$ cat config.mk
export PLATFORM = sky130hd
export DESIGN_NAME = vga_timing_gen
export DESIGN_NICKNAME = d
export VERILOG_FILES = /design/src/rtl/vga_pkg.sv /design/src/rtl/vga_axis_counter.sv /design/src/rtl/vga_timing_gen.sv
export SDC_FILE = /design/constraint.sdc
export NUM_CORES = 1
export LEC_CHECK = 0
export ABC_CLOCK_PERIOD_IN_PS = 2400
export BUFFER_PORTS_ARGS = -buffer_cell sky130_fd_sc_hd__buf_2
export CAP_MARGIN = 25
export CORE_MARGIN = 1.5
export CORE_UTILIZATION = 35
export CTS_CLUSTER_DIAMETER = 30
export CTS_CLUSTER_SIZE = 30
export DETAILED_ROUTE_END_ITERATION = 10
export PLACE_DENSITY = 0.68
export SETUP_SLACK_MARGIN = 0.3
export SLEW_MARGIN = 0
export SYNTH_ARGS = -nofsm -noshare
export SYNTH_HDL_FRONTEND = slang
export SYNTH_SLANG_ARGS = --single-unit
$ cat constraint.sdc
create_clock -name clock -period 2.4 [get_ports clock]
set_input_delay 0.48 -clock clock [delete_from_list [all_inputs] [get_ports clock]]
set_output_delay 0.48 -clock clock [all_outputs]
set_load 0.005 [all_outputs]
$ cat src/rtl/vga_pkg.sv
// Shared definitions for the VGA timing generator: timing presets, colour modes,
// control-bundle type and the colour helper functions.
package vga_pkg;

    localparam int VGA640_H_ACTIVE = 32'd640;
    localparam int VGA640_H_FRONT  = 32'd16;
    localparam int VGA640_H_PULSE  = 32'd96;
    localparam int VGA640_H_BACK   = 32'd48;
    localparam int VGA640_V_ACTIVE = 32'd480;
    localparam int VGA640_V_FRONT  = 32'd10;
    localparam int VGA640_V_PULSE  = 32'd2;
    localparam int VGA640_V_BACK   = 32'd33;

    // 800x600@72 (50 MHz pixel clock, both syncs active-high)
    localparam int VGA800_H_ACTIVE = 32'd800;
    localparam int VGA800_H_FRONT  = 32'd56;
    localparam int VGA800_H_PULSE  = 32'd120;
    localparam int VGA800_H_BACK   = 32'd64;
    localparam int VGA800_V_ACTIVE = 32'd600;
    localparam int VGA800_V_FRONT  = 32'd37;
    localparam int VGA800_V_PULSE  = 32'd6;
    localparam int VGA800_V_BACK   = 32'd23;

    typedef enum logic [1:0] {
        COLOR_GRAY8  = 2'd0,
        COLOR_RGB332 = 2'd1,
        COLOR_RGB888 = 2'd2
    } color_mode_e;

    typedef struct packed {
        logic blank;
        logic hsync;
        logic vsync;
    } vga_ctl_t;

    function automatic logic [23:0] decode_color(input logic [23:0] c, input color_mode_e mode);
        logic [23:0] rgb;
        case (mode)
            COLOR_RGB332: rgb = {c[7:5], c[7:5], c[7:6], c[4:2], c[4:2], c[4:3], {4{c[1:0]}}};
            COLOR_RGB888: rgb = c;
            default:      rgb = {3{c[7:0]}};
        endcase
        return rgb;
    endfunction

    // Colour-bar table: white, yellow, cyan, green, magenta, red, blue, black
    function automatic logic [23:0] bar_color(input logic [2:0] idx);
        logic [23:0] rgb;
        case (idx)
            3'd0:    rgb = 24'hFFFFFF;
            3'd1:    rgb = 24'hFFFF00;
            3'd2:    rgb = 24'h00FFFF;
            3'd3:    rgb = 24'h00FF00;
            3'd4:    rgb = 24'hFF00FF;
            3'd5:    rgb = 24'hFF0000;
            3'd6:    rgb = 24'h0000FF;
            default: rgb = 24'h000000;
        endcase
        return rgb;
    endfunction

endpackage

$ cat src/rtl/vga_axis_counter.sv
// One timing axis: position counter plus active-region and sync-pulse decode.
// Used once per pixel for the horizontal axis and once per line for the vertical axis.
module vga_axis_counter
    import vga_pkg::*;
#(
    parameter int   ACTIVE = 640,
    parameter int   FRONT  = 16,
    parameter int   PULSE  = 96,
    parameter int   BACK   = 48,
    parameter logic POL    = 1'b0,
    parameter int   W      = 10
) (
    input  logic         clock,
    input  logic         reset,
    input  logic         en,
    output logic [W-1:0] count,
    output logic         last,
    output logic         active,
    output logic         sync_lvl
);

    localparam int         TOTAL     = ACTIVE + FRONT + PULSE + BACK;
    // One extra bit so ACTIVE or TOTAL equal to 2**W still compare correctly
    localparam logic [W:0] LAST_C    = (W+1)'(TOTAL - 1);
    localparam logic [W:0] ACT_C     = (W+1)'(ACTIVE);
    localparam logic [W:0] SYNC_LO_C = (W+1)'(ACTIVE + FRONT);
    localparam logic [W:0] SYNC_HI_C = (W+1)'(ACTIVE + FRONT + PULSE);
    localparam logic [W-1:0] ONE_C   = W'(1);

    logic [W-1:0] count_r;
    logic [W:0]   count_ext_s;

    assign count_ext_s = {1'b0, count_r};

    // Position counter, wraps to zero after the last back-porch position
    always_ff @(posedge clock) begin
        if (!reset) begin
            count_r <= {W{1'b0}};
        end else if (en) begin
            if (last) begin
                count_r <= {W{1'b0}};
            end else begin
                count_r <= count_r + ONE_C;
            end
        end
    end

    assign count    = count_r;
    assign last     = (count_ext_s == LAST_C);
    assign active   = (count_ext_s < ACT_C);
    assign sync_lvl = ((count_ext_s >= SYNC_LO_C) && (count_ext_s < SYNC_HI_C)) ? POL : ~POL;

endmodule

$ cat src/rtl/vga_timing_gen.sv
// VGA timing generator with frame-buffer latency compensation and DAC colour pipeline.
// Optional VGA_TEST_PATTERN_EN adds input pattern_en and an eight-bar colour test pattern.
module vga_timing_gen
    import vga_pkg::*;
#(
    parameter int   H_ACTIVE   = VGA640_H_ACTIVE,
    parameter int   H_FRONT    = VGA640_H_FRONT,
    parameter int   H_PULSE    = VGA640_H_PULSE,
    parameter int   H_BACK     = VGA640_H_BACK,
    parameter int   V_ACTIVE   = VGA640_V_ACTIVE,
    parameter int   V_FRONT    = VGA640_V_FRONT,
    parameter int   V_PULSE    = VGA640_V_PULSE,
    parameter int   V_BACK     = VGA640_V_BACK,
    parameter logic HS_POL     = 1'b0,
    parameter logic VS_POL     = 1'b0,
    parameter int   LATENCY    = 2,
    parameter int   COLOR_MODE = 0,
    parameter int   CNT_W      = 10
) (
    input  logic             clock,
    input  logic             reset,
`ifdef VGA_TEST_PATTERN_EN
    input  logic             pattern_en,
`endif
    input  logic [23:0]      color_in,
    output logic [CNT_W-1:0] next_x,
    output logic [CNT_W-1:0] next_y,
    output logic             next_valid,
    output logic             line_start,
    output logic             frame_start,
    output logic [15:0]      frame_cnt,
    output logic             hsync,
    output logic             vsync,
    output logic             blank,
    output logic             sync,
    output logic             clk,
    output logic [7:0]       red,
    output logic [7:0]       green,
    output logic [7:0]       blue
);

    localparam color_mode_e MODE_C = (COLOR_MODE == 1) ? COLOR_RGB332 :
                                     (COLOR_MODE == 2) ? COLOR_RGB888 : COLOR_GRAY8;
    localparam vga_ctl_t CTL_IDLE_C = {1'b0, ~HS_POL, ~VS_POL};

    logic [CNT_W-1:0] h_count_s;
    logic [CNT_W-1:0] v_count_s;
    logic             h_last_s;
    logic             v_last_s;
    logic             h_active_s;
    logic             v_active_s;
    logic             hs_raw_s;
    logic             vs_raw_s;

    vga_axis_counter #(
        .ACTIVE (H_ACTIVE), .FRONT (H_FRONT), .PULSE (H_PULSE), .BACK (H_BACK),
        .POL    (HS_POL),   .W     (CNT_W)
    ) u_h_axis (
        .clock    (clock),
        .reset    (reset),
        .en       (1'b1),
        .count    (h_count_s),
        .last     (h_last_s),
        .active   (h_active_s),
        .sync_lvl (hs_raw_s)
    );

    vga_axis_counter #(
        .ACTIVE (V_ACTIVE), .FRONT (V_FRONT), .PULSE (V_PULSE), .BACK (V_BACK),
        .POL    (VS_POL),   .W     (CNT_W)
    ) u_v_axis (
        .clock    (clock),
        .reset    (reset),
        .en       (h_last_s),
        .count    (v_count_s),
        .last     (v_last_s),
        .active   (v_active_s),
        .sync_lvl (vs_raw_s)
    );

    assign next_valid  = h_active_s & v_active_s;
    assign next_x      = next_valid ? h_count_s : {CNT_W{1'b0}};
    assign next_y      = next_valid ? v_count_s : {CNT_W{1'b0}};
    assign line_start  = (h_count_s == {CNT_W{1'b0}});
    assign frame_start = line_start & (v_count_s == {CNT_W{1'b0}});

    // Tap i feeds delay stage i; tap LATENCY is the pixel whose colour is on color_in now
    vga_ctl_t ctl_dly_r [LATENCY+1];
    vga_ctl_t ctl_tap_s [LATENCY+1];

    assign ctl_tap_s[0] = {next_valid, hs_raw_s, vs_raw_s};
    for (genvar i = 1; i <= LATENCY; i++) begin : g_ctl_tap
        assign ctl_tap_s[i] = ctl_dly_r[i-1];
    end

    // Blank/sync delay line, flushed to the idle level so no partial line follows reset
    always_ff @(posedge clock) begin
        for (int i = 0; i <= LATENCY; i++) begin
            if (!reset) begin
                ctl_dly_r[i] <= CTL_IDLE_C;
            end else begin
                ctl_dly_r[i] <= ctl_tap_s[i];
            end
        end
    end

    logic [23:0] pix_s;

`ifdef VGA_TEST_PATTERN_EN
    localparam int               BAR_W      = (H_ACTIVE >= 8) ? (H_ACTIVE / 8) : 1;
    localparam logic [CNT_W-1:0] BAR_W_C    = CNT_W'(BAR_W);
    localparam logic [CNT_W-1:0] BAR_LAST_C = CNT_W'(7);

    logic [CNT_W-1:0] x_dly_r [LATENCY+1];
    logic [CNT_W-1:0] x_tap_s [LATENCY+1];
    logic [CNT_W-1:0] bar_q_s;
    logic [2:0]       bar_idx_s;

    assign x_tap_s[0] = next_x;
    for (genvar i = 1; i <= LATENCY; i++) begin : g_x_tap
        assign x_tap_s[i] = x_dly_r[i-1];
    end

    // Column delay line so the bars line up with frame-buffer pixels
    always_ff @(posedge clock) begin
        for (int i = 0; i <= LATENCY; i++) begin
            if (!reset) begin
                x_dly_r[i] <= {CNT_W{1'b0}};
            end else begin
                x_dly_r[i] <= x_tap_s[i];
            end
        end
    end

    assign bar_q_s = x_tap_s[LATENCY] / BAR_W_C;

    // Bar index, clamped for widths that are not a multiple of eight
    always_comb begin
        if (bar_q_s > BAR_LAST_C) begin
            bar_idx_s = 3'd7;
        end else begin
            bar_idx_s = bar_q_s[2:0];
        end
    end

    // Colour source select between test pattern and frame buffer
    always_comb begin
        if (pattern_en) begin
            pix_s = bar_color(bar_idx_s);
        end else begin
            pix_s = decode_color(color_in, MODE_C);
        end
    end
`else
    // Colour source is always the frame buffer
    always_comb begin
        pix_s = decode_color(color_in, MODE_C);
    end
`endif

    logic [23:0] rgb_r;
    logic [15:0] frame_cnt_r;

    // DAC colour register; dark whenever the aligned pixel is in blanking
    always_ff @(posedge clock) begin
        if (!reset) begin
            rgb_r <= 24'h000000;
        end else if (ctl_tap_s[LATENCY].blank) begin
            rgb_r <= pix_s;
        end else begin
            rgb_r <= 24'h000000;
        end
    end

    // Completed-frame counter, steps when both axes wrap together
    always_ff @(posedge clock) begin
        if (!reset) begin
            frame_cnt_r <= 16'h0000;
        end else if (h_last_s && v_last_s) begin
            frame_cnt_r <= frame_cnt_r + 16'h0001;
        end
    end

    assign frame_cnt = frame_cnt_r;
    assign blank     = ctl_dly_r[LATENCY].blank;
    assign hsync     = ctl_dly_r[LATENCY].hsync;
    assign vsync     = ctl_dly_r[LATENCY].vsync;
    assign red       = rgb_r[23:16];
    assign green     = rgb_r[15:8];
    assign blue      = rgb_r[7:0];
    assign sync      = 1'b0;
    assign clk       = clock;

endmodule

**Word-level counts from Yosys, hierarchy flattened**

Memories as Yosys holds them, arrays and structs flattened.
Index checks and enable logic that the tools add are counted.

- Div/mod/pow operators: 0
- Multiplexer cells: 10
- Add/subtract/negate cells: 3
- Bitwise logic cells: 6
- Order comparisons: 6
- Shift-type cells: 0
- Reduce and logical (&&, ||, !) cells: 7
- Equal/unequal tests: 2
- Multiply operators: 0

Operators with widths:

| operator | number |
|---|---|
| $mux 10 | 3 |
| $add 10x1->10 const B | 2 |
| $eq 10x10->1 const B | 2 |
| $logic_not 10->1 | 2 |
| $lt 10x10->1 const B | 2 |
| $lt 10x9->1 const B | 2 |
| $add 16x1->16 const B | 1 |
| $ge 10x10->1 const B | 1 |
| $ge 10x9->1 const B | 1 |
| $mux 3 | 3 |
| $mux 1 | 4 |
| $logic_and 1x1->1 | 3 |
| $or 1x1->1 | 3 |
| $and 1x1->1 | 2 |
| $reduce_and 2->1 | 1 |
| $reduce_or 2->1 | 1 |
| $not 1->1 | 1 |

- Memory bits (read-only): 0
- Bits in writable memories: 9
- Output and inout bits: 68
- Register bits after elaboration: 60
- Bits of input ports: 26
- Bits in latches: 0
- Memories: 1
- Word-level logic and storage cells: 39

Memories:

| memory | words | width | read ports | clocked after Yosys merged registers in | write ports | line | text |
|---|---|---|---|---|---|---|---|
| ctl_dly_r | 3 | 3 | 3 | 0 | 3 | vga_timing_gen.sv:88 | `vga_ctl_t ctl_dly_r [LATENCY+1];` |

**Longest topological paths before layout**

- Depth in word-level cells: 4
- Gate-level depth with buffers: 8

**By module**

A second synthesis with hierarchy kept.

- Cell total of the unflattened synthesis: 288
- Area, all modules: 2,560.0 µm²

By module, submodules not included:

| module | cells an instance | area an instance (µm²) | instances |
|---|---|---|---|
| vga_timing_gen | 172 | 1,530.2 | 1 |
| vga_axis_counter (u_v_axis) | 59 | 524.3 | 1 |
| vga_axis_counter (u_h_axis) | 57 | 505.5 | 1 |

==> results by group <==
Logic synthesis
  • Synth Instances: 292
  • Post-synth cell types: 36
  • Yosys Warn Count: 0
  • Register area share after synthesis: 41.47%
  • Post-synth EDFFs: 0
  • Synth Flop Type: dfxtp_1
  • Avg Inst Size Synth: 8.763 µm²
  • Post-synthesis async set-or-reset flop share: 0%
  • Seq cells post-synth: 53
  • Synthesized area: 2559 µm²

Worst setup path
  • CP endpoint kind: output port
  • Worst reg2reg setup slack: 0.39 ns
  • R2r endpoint: u_v_axis.count[7]$_SDFFE_PN0N_
  • Slowest CP cell: dfxtp_1
  • Worst-path maximum fanout: 5
  • Max incr delay on CP: 0.42 ns
  • Crit-path leading delay family: flip-flops
  • Worst setup SP type: flop
  • Crit path arrival time: 1.61 ns
  • Worst path cell trace: inv_1 > ha_1 > and2b_1 > and4_4 > buf_6
  • Setup CP Type: reg -> out
  • Bufs and invs on worst path: 2
  • RR Startpoint: u_h_axis.count[9]$_SDFF_PP0_
  • R2R depth: 5
  • Critical path required time: 1.92 ns

Pwr
  • LEAKAGE: 1.399 nW
  • Clock network power share: 43.6%
  • P_sw: 374.8 µW
  • PwrDens: 536.1 nW/µm²
  • Sequential fraction of design power: 51.5%
  • Logic pwr share: 4.9%
  • Internal: 1.359 mW
  • Sw Ratio: 21.62%
  • Peak supply drop: 0.2412 mV

Routing
  • Routed wire per std cell: 13.58 µm
  • Vias per inst: 5.279
  • Routed Antenna Nets: 0
  • Iter 0 DRT Violations: 124
  • Pre-antenna DRT Iters: 4
  • Via count: 2407
  • DRC Markers: 0
  • Total wire length: 6193 µm

Floorplanning
  • Die Y: 88.50 µm
  • Core area: 6944 µm²
  • Io pins: 94
  • Die ar.: 7832 µm²
  • Cell Rows: 30
  • Starting Density: 36.85%
  • Die Wd: 88.50 µm

GRT
  • Most Crowded Layer GR: met2
  • Vias in the first global route: 2093
  • Largest net degree at the start of global routing: 25
  • Antenna violations before repair: 0
  • Tot GR Track Use: 15.87%
  • Met2 Use GR: 25.47%
  • GR Util met1: 20.64%
  • Met3 usage: 4.198%
  • First-pass GRT wire length: 9646 µm
  • Remaining global-route overflow: 0

Min path
  • Worst Hold Path EP: rgb_r[16]$_SDFF_PN0_
  • Worst hold path class: in -> reg
  • Hold Path Depth: 2
  • Worst Min Path Start: color_in[0]

STA
  • Max Slew Vio Count: 0
  • Fin Setup TNS: 0 ns
  • Clock skew: 0.01081 ns
  • Worst Hold Slack: 0.3018 ns
  • Final period utilization: 86.90%
  • Max frequency: 479.5 MHz
  • Final Critical Period: 2.086 ns
  • Max-slew headroom: 52.27%
  • Worst-margin pin slew: 0.7151 ns
  • Final hold violation count: 0
  • Setup violators final: 0
  • RSZ-0062 raised after global routing: yes

Finish
  • Commonest non-fill, non-tap cell in the layout: buf_2
  • Most frequent cells in the layout: buf_2, dfxtp_1, a21oi_1, and3_1, and2_1
  • Post-route cell area: 3234 µm²
  • Ant. Diodes: 0
  • Layout cells sized above 1: 34.72%
  • Area grow syn2layout: 26.41%
  • Final Net Count: 390

Clock network
  • Cts hold-fix bufs: 0
  • CTS tree: built
  • Clock latency on the worst-skew pair: 0.41 ns
  • Reg clk slew, reported paths: 0.10 ns

Placement
  • Placed wire-length estimate: 4176 µm
  • Dpl cell area: 2918 µm²
  • Final Wtd Congestion: 0.8542
  • Buffers on Ports: 75

Flow run
  • Max_cap viols: 0

Run status
  • Status: finished clean
-- logic make-up after synthesis --
kind of cell | Yosys count | share of synthesized area (%)
AOI/OAI and AO/OA | 44 | 10.27
DFF | 53 | 41.47
and+or+nand+nor | 134 | 32.18
xor gates and xnor gates | 11 | 3.766
muxes | 1 | 0.3912
adders and majority gates | 5 | 2.445
other | 1 | 0.1466
buffers and inverters | 43 | 9.340
-- synth_stat cells, types with 2 or more instances --
cell      count  share of area [%]
and2_1       19                4.6
xor2_1        9                3.1
buf_1         2               0.29
nand2_1      12                1.8
and3_1       18                4.4
nor3_1        7                1.4
nand3_1      13                2.5
dfxtp_1      53                 41
xnor2_1       2               0.68
nor4_1        2               0.49
o21ai_1       6                1.2
and4_1        3                1.0
a21oi_1      21                4.1
nand4_1      11                2.7
nand3_2       2               0.78
inv_1         9                1.3
buf_4        19                5.6
nor2_1       13                1.9
or4_1        15                4.4
nand4b_1      2               0.68
nand2b_1      6                1.5
clkbuf_1      8                1.2
ha_1          5                2.4
buf_2         5               0.98
or3_1         6                1.5
o31ai_1      14                4.1
-- what timing repair did --
item,in CTS,in global routing
gates resized for setup,19,15
setup endpoints to repair,19,26
pin swaps,7,7
buffers inserted,5,2
gates cloned,1,0
-- metrics by stage --
stage / util (%) / total power, mW / worst slack [ns] / instances
floorplan: - / 0.9894 / 0.5691 / 293
finish: 46.58 / 1.734 / 0.3144 / 456
detailed placement: 42.02 / 1.009 / 0.2265 / 437
CTS: 45.55 / 1.764 / 0.3033 / 454
global route: 46.58 / 1.807 / 0.2537 / 456
global placement: 42.02 / 1.008 / 0.2753 / 437
-- layer usage --
| metal | vias to the layer above | wire length [µm] | part of all wire (%) |
|---|---|---|---|
| met5 | - | 0 | 0 |
| li1 | 1170 | - | - |
| met4 | 0 | 41 | 0.66 |
| met2 | 77 | 2982 | 48 |
| met3 | 6 | 368 | 5.9 |
| met1 | 1154 | 2801 | 45 |
-- flip-flops by register name, summed over array words and instances, names as in the netlist --
| signal | flops |
|---|---|
| frame_cnt | 16 |
| u_h_axis.count | 10 |
| u_v_axis.count | 10 |
| ctl_dly_r | 9 |
| rgb_r | 8 |
-- final cells by class --
class                           instances  area, µm²
Fill cell                             699       3710
Multi-Input combinational cell        198       1321
Sequential cell                        53       1085
Timing Repair Buffer                   88      516.7
Tap cell                               96      120.1
Clock buffer                           10      118.9
Clock inverter                          2      38.79
Inverter                                9      33.78
-- how the worst max path moves through the flow --
stage / start / to / depth (start not counted)
after floorplan: u_h_axis.count[0]$_SDFF_PP0_ / frame_cnt[13]$_SDFFE_PN0P_ / 7
after global placement: u_v_axis.count[6]$_SDFFE_PN0N_ / next_x[5] / 5
after detailed placement: u_v_axis.count[6]$_SDFFE_PN0N_ / next_x[7] / 5
after CTS: u_v_axis.count[8]$_SDFFE_PN0N_ / next_x[7] / 5
after global routing: u_v_axis.count[7]$_SDFFE_PN0N_ / next_x[5] / 5
final: u_v_axis.count[1]$_SDFFE_PN0N_ / frame_start / 5
-- power groups by stage --
stage | Combinational [mW] | Sequential (mW) | Clock, mW
floorplan | 0.0450 | 0.917 | 0.0270
global route | 0.0929 | 0.896 | 0.818
global placement | 0.0716 | 0.918 | 0.0181
CTS | 0.0839 | 0.897 | 0.783
detailed placement | 0.0719 | 0.919 | 0.0181
finish | 0.0843 | 0.894 | 0.756
(Power assumes the default switching activity.)
